[config.mk]
export PLATFORM = sky130hd
export DESIGN_NAME = mul_unit
export DESIGN_NICKNAME = d
export VERILOG_FILES = /design/src/rtl/mul_unit.sv
export SDC_FILE = /design/constraint.sdc
export NUM_CORES = 1
export LEC_CHECK = 0
export ABC_CLOCK_PERIOD_IN_PS = 7650
export CAP_MARGIN = 15
export CORE_UTILIZATION = 56
export DETAILED_ROUTE_END_ITERATION = 10
export GPL_ROUTABILITY_DRIVEN = 0
export PLACE_DENSITY = 0.8
export SKIP_LAST_GASP = 1
export SLEW_MARGIN = 20
export SYNTH_ARGS = -nofsm -noshare
export SYNTH_HDL_FRONTEND = slang
export SYNTH_SLANG_ARGS = --single-unit
[constraint.sdc]
create_clock -name i_clk -period 7.65 [get_ports i_clk]
set_input_delay 1.53 -clock i_clk [delete_from_list [all_inputs] [get_ports i_clk]]
set_output_delay 1.53 -clock i_clk [all_outputs]
set_load 0.02 [all_outputs]
[src/rtl/mul_unit.sv]
// mul_unit: iterative shift-add multiplier for the RV32M mul/mulh/mulhsu/mulhu ops.
// Works on operand magnitudes, then fixes the sign of the 64-bit product.
// Optional build macro MUL_RADIX4_EN: consume two multiplier bits per CALC
// edge (16 iterations) instead of one (32 iterations).

package mul_pkg;
  typedef enum logic [2:0] {
    mulop_nop    = 3'd0,
    mulop_mul    = 3'd1,
    mulop_mulh   = 3'd2,
    mulop_mulhsu = 3'd3,
    mulop_mulhu  = 3'd4
  } rv32_mulop;
endpackage

module mul_unit
  import mul_pkg::*;
(
  input  logic        i_clk,
  input  logic        i_rst,
  input  logic        i_flush,
  input  logic        i_valid,
  output logic        o_ready,
  input  rv32_mulop   i_mulop,
  input  logic [31:0] i_rs1,
  input  logic [31:0] i_rs2,
  output logic        o_valid,
  input  logic        i_ready,
  output logic [31:0] o_result
);

  typedef enum logic [1:0] {S_IDLE, S_CALC, S_SIGN, S_DONE} state_e;

`ifdef MUL_RADIX4_EN
  localparam logic [5:0] N_ITER = 6'd16;
`else
  localparam logic [5:0] N_ITER = 6'd32;
`endif

  state_e      state_q, state_d;
  rv32_mulop   op_q, op_d;
  logic [31:0] mcand_q, mcand_d;
  logic [31:0] mplier_q, mplier_d;
  logic        neg_q, neg_d;
  logic [63:0] acc_q, acc_d;
  logic [5:0]  cnt_q, cnt_d;
  logic [31:0] result_q, result_d;
`ifdef MUL_RADIX4_EN
  logic [33:0] m3_q, m3_d;
  logic [33:0] addend;
  logic [33:0] sum;
`else
  logic [32:0] sum;
`endif

  logic        s1, s2;
  logic [31:0] mag1, mag2;
  logic [63:0] step_acc;
  logic [31:0] step_mplier;
  logic [63:0] prod;

  // Next-state: operand conditioning at accept, one shift-add step per CALC
  // edge, sign fix-up and half select in SIGN. Flush freezes everything but
  // the state, so a flushed request or result write never lands.
  always_comb begin
    state_d  = state_q;
    op_d     = op_q;
    mcand_d  = mcand_q;
    mplier_d = mplier_q;
    neg_d    = neg_q;
    acc_d    = acc_q;
    cnt_d    = cnt_q;
    result_d = result_q;

    s1   = ((i_mulop == mulop_mulh) || (i_mulop == mulop_mulhsu)) && i_rs1[31];
    s2   = (i_mulop == mulop_mulh) && i_rs2[31];
    mag1 = s1 ? (~i_rs1 + 32'd1) : i_rs1;
    mag2 = s2 ? (~i_rs2 + 32'd1) : i_rs2;
    prod = neg_q ? (~acc_q + 64'd1) : acc_q;

    // Accumulator is kept right-aligned: add into the top half, then shift
    // the whole thing right by the number of multiplier bits consumed.
`ifdef MUL_RADIX4_EN
    m3_d = m3_q;
    case (mplier_q[1:0])
      2'd0:    addend = 34'd0;
      2'd1:    addend = {2'b00, mcand_q};
      2'd2:    addend = {1'b0, mcand_q, 1'b0};
      default: addend = m3_q;
    endcase
    sum         = {2'b00, acc_q[63:32]} + addend;
    step_acc    = {sum, acc_q[31:2]};
    step_mplier = {2'b00, mplier_q[31:2]};
`else
    sum         = {1'b0, acc_q[63:32]} + (mplier_q[0] ? {1'b0, mcand_q} : 33'd0);
    step_acc    = {sum, acc_q[31:1]};
    step_mplier = {1'b0, mplier_q[31:1]};
`endif

    if (i_flush) begin
      state_d = S_IDLE;
    end else begin
      case (state_q)
        S_IDLE: begin
          if (i_valid && (i_mulop != mulop_nop)) begin
            op_d     = i_mulop;
            mcand_d  = mag1;
            mplier_d = mag2;
            neg_d    = s1 ^ s2;
            acc_d    = 64'd0;
            cnt_d    = N_ITER;
`ifdef MUL_RADIX4_EN
            m3_d     = {2'b00, mag1} + {1'b0, mag1, 1'b0};
`endif
            state_d  = S_CALC;
          end
        end
        S_CALC: begin
          acc_d    = step_acc;
          mplier_d = step_mplier;
          cnt_d    = cnt_q - 6'd1;
          if (cnt_q == 6'd1) state_d = S_SIGN;
        end
        S_SIGN: begin
          result_d = (op_q == mulop_mul) ? prod[31:0] : prod[63:32];
          state_d  = S_DONE;
        end
        S_DONE: begin
          if (i_ready) state_d = S_IDLE;
        end
        default: state_d = S_IDLE;
      endcase
    end
  end

  // State and datapath registers; reset clears everything, including the result.
  always_ff @(posedge i_clk) begin
    if (i_rst) begin
      state_q  <= S_IDLE;
      op_q     <= mulop_nop;
      mcand_q  <= 32'd0;
      mplier_q <= 32'd0;
      neg_q    <= 1'b0;
      acc_q    <= 64'd0;
      cnt_q    <= 6'd0;
      result_q <= 32'd0;
`ifdef MUL_RADIX4_EN
      m3_q     <= 34'd0;
`endif
    end else begin
      state_q  <= state_d;
      op_q     <= op_d;
      mcand_q  <= mcand_d;
      mplier_q <= mplier_d;
      neg_q    <= neg_d;
      acc_q    <= acc_d;
      cnt_q    <= cnt_d;
      result_q <= result_d;
`ifdef MUL_RADIX4_EN
      m3_q     <= m3_d;
`endif
    end
  end

  assign o_ready  = (state_q == S_IDLE);
  assign o_valid  = (state_q == S_DONE);
  assign o_result = result_q;

endmodule

* Yosys cells after proc, flatten, opt, wreduce, memory -nomap -nowiden
Index checks and enable logic that the tools add are counted.
Storage, ports and cells: output and inout bits 34, word-level logic and storage cells 55, bits in registers 172
Operators by class: bitwise gates (word level) 5, muxes and demuxes 15, add/subtract/negate cells 5, equality and inequality tests 10, reduce and logical (&&, ||, !) cells 12
Operator list (number):
- 32-bit 2-to-1 mux | 5
- 64-bit 2-to-1 mux | 2
- 64-bit case mux with 2 select lines | 1
- 32-bit by 1-bit adder with 32-bit output, second input constant | 2
- 64-bit by 1-bit adder with 64-bit output, second input constant | 1
- 32-bit inverter | 2
- 64-bit inverter | 1
- 32-bit case mux with 2 select lines | 1
- 32-bit by 32-bit adder with 33-bit output | 1
- 6-bit case mux with 2 select lines | 1
- 3-bit AND reduction | 3
- 2-bit case mux with 4 select lines | 1
- 3-bit by 2-bit == test with 1-bit output, second input constant | 2
- 6-bit by 1-bit == test with 1-bit output, second input constant | 1
- 2-bit 2-to-1 mux | 3
- 6-bit 2-to-1 mux | 1
- 6-bit by 1-bit subtractor with 6-bit output, second input constant | 1
- 2-bit == test, second input constant | 2
- 2-bit by 1-bit != test with 1-bit output, second input constant | 2
- 3-bit by 1-bit == test with 1-bit output, second input constant | 1
- 1-bit logical AND | 3
- 3-bit nonzero test | 1
- 2-bit by 1-bit == test with 1-bit output, second input constant | 1
- 2-bit zero test | 1
- 7 further kinds | 7

* Depth between registers and ports, before layout
Gate-level depths: netlist of run 1.
depth in word-level cells 5, gate-level depth with buffers 13, gate-level depth less buffers 12

* Least setup slack after synthesis of run 1
Ideal clock, no wire load.
kind input to register, from input i_rs2[12], to register mplier_q[28], data required time 7522 ps, data arrival time 3546 ps, slack 3976 ps, stages on the path 8, setup time 128 ps, path through or4_1 or4_1 or3_1 o21ai_0 xor2_1 o21ai_0 mux2i_1 nor2_1
On the way: cells in the longest elaborated chain, start to end 5
Ends and longest elaborated chain:
- start, declared | line 26 | input logic [31:0] i_rs2,
- 32-bit inverter | line 78 | mag2 = s2 ? (~i_rs2 + 32'd1) : i_rs2;
- 32-bit by 1-bit adder with 32-bit output | line 78
- 32-bit 2-to-1 mux | line 78
- 32-bit 2-to-1 mux | line 105 | if (i_valid && (i_mulop != mulop_nop)) begin
- 32-bit case mux with 2 select lines | line 103 | case (state_q)
- end signal, assigned | line 154 | mplier_q <= mplier_d;
- end, declared | line 43 | logic [31:0] mplier_q, mplier_d;
Every way passes these cells. The select of a mux whose other input is x is not followed. A chain may end at the register's enable or synchronous reset.

* Worst setup path in the final report of run 1
from input i_rs2[10], to register mplier_q[28]
Same word-level chain as after synthesis.

==> reports/results.tsv, run 1 <==
metric	value	unit
setup TNS	0	ps
Die Area	0.0212	sq mm
post-CTS sizing	0	
Routed Wire Length	31900	microns
Starting Density	57.0	%
CP startpoint kind	input pin	
first drt pass iteration count	5	
first-pass GRT wire length	51900	microns
clk_skew	10.3	ps
fraction of layout cells with a size suffix above 1	4.05	%
Worst Setup End Kind	register	
Max Cap Viol	0	
period utilization	51.5	%
Synth Area in Compound Gates	25.0	%
IO Port Bufs	105	
cts bufs inserted	17	
Layout Nets	1704	
DIE WIDTH	145	microns
FF-to-FF End	acc_q[60]	
routed len/inst	17.0	microns
Worst Path Required	7950	ps
dominant cell type by area after synthesis	dfxtp_1	
clock sinks	172	
RSZ-0062 raised after global routing	false	
Setup CP Type	input pin to register	
Yosys reg bits	172	
Worst Setup SP	i_rs2[10]	
IO Pins	106	
Avg Cell Area, Syn	7.36	sq um
H-Tree Depth	4	
Die Ht	145	microns
Core Region	0.0202	sq mm
final hold violation count	0	
reg2reg path depth	10	
CP arrival	4240	ps
DRC errors left	0	
Synthesized Nets	1679	
Pwr Density	156	mW/mm^2
ys flop type	dfxtp_1	
vias in the first global route	10200	
fin util	65.0	%
post-route ant nets	0	
synth top area cells	dfxtp_1 30%, nand2_1 7.3%, a21oi_1 6.9%	
grt ovf	0	
CTS tree	yes	
Tot GR Track Use	29.8	%
Synth Area in Simple Gates	26.0	%
placed cell count	1841	
R2R Setup Slk	4000	ps
Post-Syn Area	0.0115	sq mm
Worst-Margin Slew	1060	ps
Root Buffer	clkbuf_16	
XOR/XNOR share of the synthesized area	8.66	%
initial antenna violation count	0	
Finished Layout Cells	1873	
critical path's slowest cell	or4_1	
worst-skew pair later-pin latency	440	ps
CP max FO	4	
Pleak	4.87	nW
ant diodes	0	
Slew HR	29.5	%
Layout fillers	1819	
Netlist cell types	70	
Syn. warnings	0	
minimum clock period	3940	ps
vias per cell	6.13	
max incr delay on CP	610	ps
worst ir drop on vdd	0.129	mV
Clock Path Buffers	2	
EDFF count, synth	0	
post-synthesis mux area share	1.30	%
CP Capture Point	mplier_q[28]	
Seq/Total Area, Yosys	29.9	%
Initial DRC Count	949	
vias post-DR	11500	
largest net degree at the start of global routing	96	
Async SR Flop Fraction	0	%
share of Yosys cell area claimed by the top area cell type	29.9	%
Cell Area, Placed	0.0126	sq mm
Fmax achieved	254	MHz
status	finished, final reports clean	
standard-cell rows	52	
hold crit path type	register to register	
final setup fails	0	
adder-cell share of the synthesized area	4.62	%
Max Transition Viols Final	0	
Detail Placement HPWL	22500	microns
Post-Syn Instances	1565	
setup bufs post-CTS	0	
# hold bufs at CTS	0	
CP Cell Sequence	clkdlybuf4s50_1 -> or4_1 -> or4_1 -> or3_1 -> o21ai_0 -> xor2_1 -> o21ai_0 -> mux2i_1 -> nor2_1	
Area Overhead vs Synth	14.1	%
largest family of logic cells by synthesized area	simple AND/OR/NAND/NOR gates	
RR Startpoint	mplier_q[0]	
clock slew at reported path FFs	60	ps
fin area	0.0131	sq mm
-- power breakdown --
group          switching (mW)  leakage (nW)  total [mW]  internal, mW
sequential             0.0168          1.39       0.939         0.922
combinational           0.147          3.20       0.243        0.0967
clock                   0.386         0.281       0.864         0.479
-- critical path: cells and delay by family --
family          cells  cell delay [ps]
buf+inv             1              460
xor+xnor            1              160
mux                 1              180
compound gates      2              280
simple gates        4             1620
-- cell type report --
cell class	count	area, sq um	share of cell area, %
clock buffers	21	470	3.58
clock inverters	11	108	0.818
inverters	26	97.6	0.742
multi-input cells	1260	7580	57.7
flip-flops and latches	172	3440	26.2
well taps	270	338	2.57
repair buffers	113	1110	8.43
-- per-layer routing --
metal  track usage, %  vias up  wire length (microns)
met5                0        -                      0
met4             8.68        0                    500
met3             4.36       45                   2650
met2             47.3      500                  14500
met1             42.0     5281                  14200
li1                 -     5651                      -
-- flip-flops by register name (all words and copies together) (netlist names) --
register and cells:
acc_q 64, mcand_q 32, state_q 2, neg_q 1
op_q 3, o_result 32, mplier_q 32, cnt_q 6
-- Yosys cell counts (8+ instances only) --
master    number
xor2_1        52
a21oi_1      159
nor2_1       132
nor3b_1       13
mux2i_1       15
a31oi_1       10
o21ai_0      104
nor2b_1       15
o21bai_1       9
o31ai_1       26
nand2_1      223
dfxtp_1      172
a311oi_1       9
nand3_1       58
or4_1         13
nand2b_1      14
nand4_1        8
o211ai_1      15
ha_1          41
o21a_1         8
o41ai_1        8
nor4_1        15
and2_1        40
inv_1         26
a21o_1        16
clkbuf_1      97
or2_2          8
or3_1         26
a22oi_1       17
a211oi_1      34
xnor2_1       62
nor3_1        37
-- through the flow --
step | hold slack, ps | power (mW) | worst slack, ps
floorplan | 432 | 1.11 | 3980
global placement | 425 | 1.19 | 3340
detailed placement | 445 | 1.20 | 3270
CTS | 455 | 2.05 | 3730
global route | 470 | 2.12 | 3420
finish | 445 | 2.05 | 3710
-- cells in the final DEF, fill, tap and decap left out, types with 10 or more instances in the layout --
cell type / count
nand3_1: 58
a211oi_1: 34
a22oi_1: 17
or3_1: 26
clkdlybuf4s50_1: 104
nor4_1: 15
mux2i_1: 15
ha_1: 40
a21oi_1: 159
a31oi_1: 10
nor3_1: 37
dfxtp_1: 171
o211ai_1: 15
xnor2_1: 62
or4_1: 13
xor2_1: 52
o21ai_0: 104
nand2b_1: 14
nor2b_1: 15
clkbuf_16: 17
nor3b_1: 11
and2_1: 40
nor2_1: 131
nand2_1: 223
o31ai_1: 26
inv_1: 26
a21o_1: 16
-- how the worst min path moves through the flow --
stage | from | endpoint | cells past startpoint
2_1_floorplan | mcand_q[0] | mcand_q[0] | 2
3_3_place_gp | o_result[3] | o_result[3] | 2
3_5_place_dp | o_result[14] | o_result[14] | 2
4_1_cts | o_result[14] | o_result[14] | 2
5_1_grt | o_result[14] | o_result[14] | 2
6_report | o_result[14] | o_result[14] | 2
-- cells by family (layout without fill, tap and decap cells) --
| group | after synthesis | in the layout |
|---|---|---|
| flip-flops | 172 | 172 |
| buffers and inverters | 133 | 171 |
| adder cells (fa/ha/maj) | 42 | 42 |
| XOR/XNOR | 114 | 114 |
| AO/OA/AOI/OAI | 463 | 463 |
| AND/OR/NAND/NOR | 626 | 626 |
| multiplexers | 15 | 15 |
(Power assumes the default switching activity.)
==> run 2, diff against run 1 <==
--- a/config.mk
+++ b/config.mk
@@ -5,7 +5,7 @@
 export SDC_FILE = /design/constraint.sdc
 export NUM_CORES = 1
 export LEC_CHECK = 0
-export ABC_CLOCK_PERIOD_IN_PS = 7650
+export ABC_CLOCK_PERIOD_IN_PS = 3700
 export CAP_MARGIN = 15
 export CORE_UTILIZATION = 56
 export DETAILED_ROUTE_END_ITERATION = 10
==> constraint.sdc (replaced) <==
create_clock -name i_clk -period 3.7 [get_ports i_clk]
set_input_delay 0.74 -clock i_clk [delete_from_list [all_inputs] [get_ports i_clk]]
set_output_delay 0.74 -clock i_clk [all_outputs]
set_load 0.02 [all_outputs]
==> run 2 against run 1 <==
Net effect:
- largest power group unchanged
- largest cell class unchanged
- sequential cell count stayed put
- clock-buffer cell count is 2 lower
- final cell count rose by 1.2%
- non-clock buffer count grew 28
- critical endpoint is now o_result[6]
- sequential power is 110% higher
- design area is 1.9% higher
- global-route usage up 0.38 points
==> reports/results.tsv, run 2 (synthesis gave the netlist of run 1 again) <==
metric	value	unit
status	finished, final reports clean	
CP max FO	9	
Hold EP	o_result[14]	
start point of the worst hold path	o_result[14]	
cts bufs inserted	17	
# hold bufs at CTS	0	
Tot GR Track Use	30.2	%
Detail Placement HPWL	23300	microns
standard-cell rows	52	
DRC errors left	0	
worst-skew pair later-pin latency	440	ps
Setup CP Type	register to register	
first drt pass iteration count	5	
Pleak	5.02	nW
CP arrival	3600	ps
Pwr Density	323	mW/mm^2
Die Ht	145	microns
Worst Path Required	4030	ps
Max Cap Viol	0	
minimum clock period	3270	ps
Root Buffer	clkbuf_16	
Hold Path Depth	2	
vias per cell	6.12	
FF-to-FF End	o_result[6]	
initial antenna violation count	0	
IO Port Bufs	105	
most frequent cells in the layout	223 x nand2_1, 171 x dfxtp_1, 159 x a21oi_1	
grt ovf	0	
fin util	66.2	%
IO Pins	106	
Starting Density	57.0	%
CTS tree	yes	
reg2reg path depth	7	
commonest non-fill, non-tap cell in the layout	nand2_1	
Core Region	0.0202	sq mm
H-Tree Depth	4	
clock sinks	172	
DIE WIDTH	145	microns
Max Transition Viols Final	0	
hold crit path type	register to register	
setup TNS	0	ps
Routed Wire Length	32100	microns
Layout Nets	1732	
post-CTS sizing	0	
largest register by flop count	acc_q	
Bufs and invs on worst path	0	
max incr delay on CP	730	ps
clk_skew	6.37	ps
Fmax achieved	306	MHz
worst ir drop on vdd	0.266	mV
routed len/inst	16.9	microns
vias in the first global route	10600	
R2R Setup Slk	430	ps
CP Cell Sequence	or4_4 -> or3_4 -> or4b_1 -> nor3_1 -> mux2i_1 -> nand2_1 -> a221o_1	
max reg flops	64	
CP startpoint kind	register	
RR Startpoint	acc_q[13]	
clock slew at reported path FFs	70	ps
PnR Total Power	4.32	mW
Initial DRC Count	863	
critical path's slowest cell	or4b_1	
final setup fails	0	
Slew HR	30.6	%
delay-heaviest family, CP	simple AND/OR/NAND/NOR gates	
largest net degree at the start of global routing	82	
Clock Path Buffers	2	
final hold violation count	0	
Die Area	0.0212	sq mm
vias post-DR	11600	
post-route ant nets	0	
RSZ-0062 raised after global routing	false	
ant diodes	0	
Worst Setup End Kind	register	
Area Overhead vs Synth	16.2	%
period utilization	88.4	%
Worst-Margin Slew	1040	ps
fraction of layout cells with a size suffix above 1	5.41	%
first-pass GRT wire length	52600	microns
Cell Area, Placed	0.0128	sq mm
setup bufs post-CTS	0	
fin area	0.0134	sq mm
-- run 2: cell types whose count changed in the layout (fill, tap and decap cells not counted), sizes merged --
cell | previous run | this run
inv | 30 | 26
clkinvlp | 2 | 1
buf | 9 | 37
clkbuf | 21 | 19
bufinv | 1 | 4
clkinv | 4 | 3
-- run 2: how the worst max path moves through the flow --
stage	from	endpoint	slack (ps)	cells past startpoint
after floorplan	acc_q[13]	o_result[6]	740	10
after global placement	i_rs2[12]	mplier_q[28]	200	9
after detailed placement	i_rs2[12]	mplier_q[28]	180	9
after CTS	acc_q[13]	o_result[6]	450	7
after global routing	acc_q[27]	o_result[25]	270	8
final	acc_q[13]	o_result[6]	430	7
-- run 2: routing by layer --
| metal | track usage [%] | part of all wire, % | up-vias |
|---|---|---|---|
| met4 | 11.5 | 2.5 | 0 |
| met1 | 40.0 | 44 | 5361 |
| li1 | - | - | 5706 |
| met3 | 4.83 | 7.3 | 72 |
| met5 | 0 | 0 | - |
| met2 | 49.4 | 47 | 469 |
-- run 2: cell type report --
cell class / instances / area [sq um]
well taps: 270 / 338
flip-flops and latches: 172 / 3440
multi-input cells: 1260 / 7580
clock buffers: 19 / 443
clock inverters: 8 / 146
repair buffers: 141 / 1340
inverters: 26 / 97.6
fillers: 1764 / 6840
-- run 2: per-stage QoR --
step	instances	worst slack (ps)	hold slack, ps
3_5_place_dp	1869	185	441
6_report	1896	428	447
2_1_floorplan	1565	741	432
5_1_grt	1896	265	474
3_3_place_gp	1869	202	427
4_1_cts	1896	454	450
-- run 2: power breakdown --
part	leakage, nW	switching [mW]	total (mW)	internal, mW
clock network	0.286	0.737	1.86	1.13
logic	3.34	0.305	0.517	0.212
registers	1.39	0.0349	1.94	1.91
total	5.02	1.08	4.32	3.25
-- run 2: worst register-to-register path, stage by stage, from the launching register on --
cell	delay (ps)
dfxtp_1	400
or4_4	650
or3_4	430
or4b_1	730
nor3_1	320
mux2i_1	250
nand2_1	70
a221o_1	320
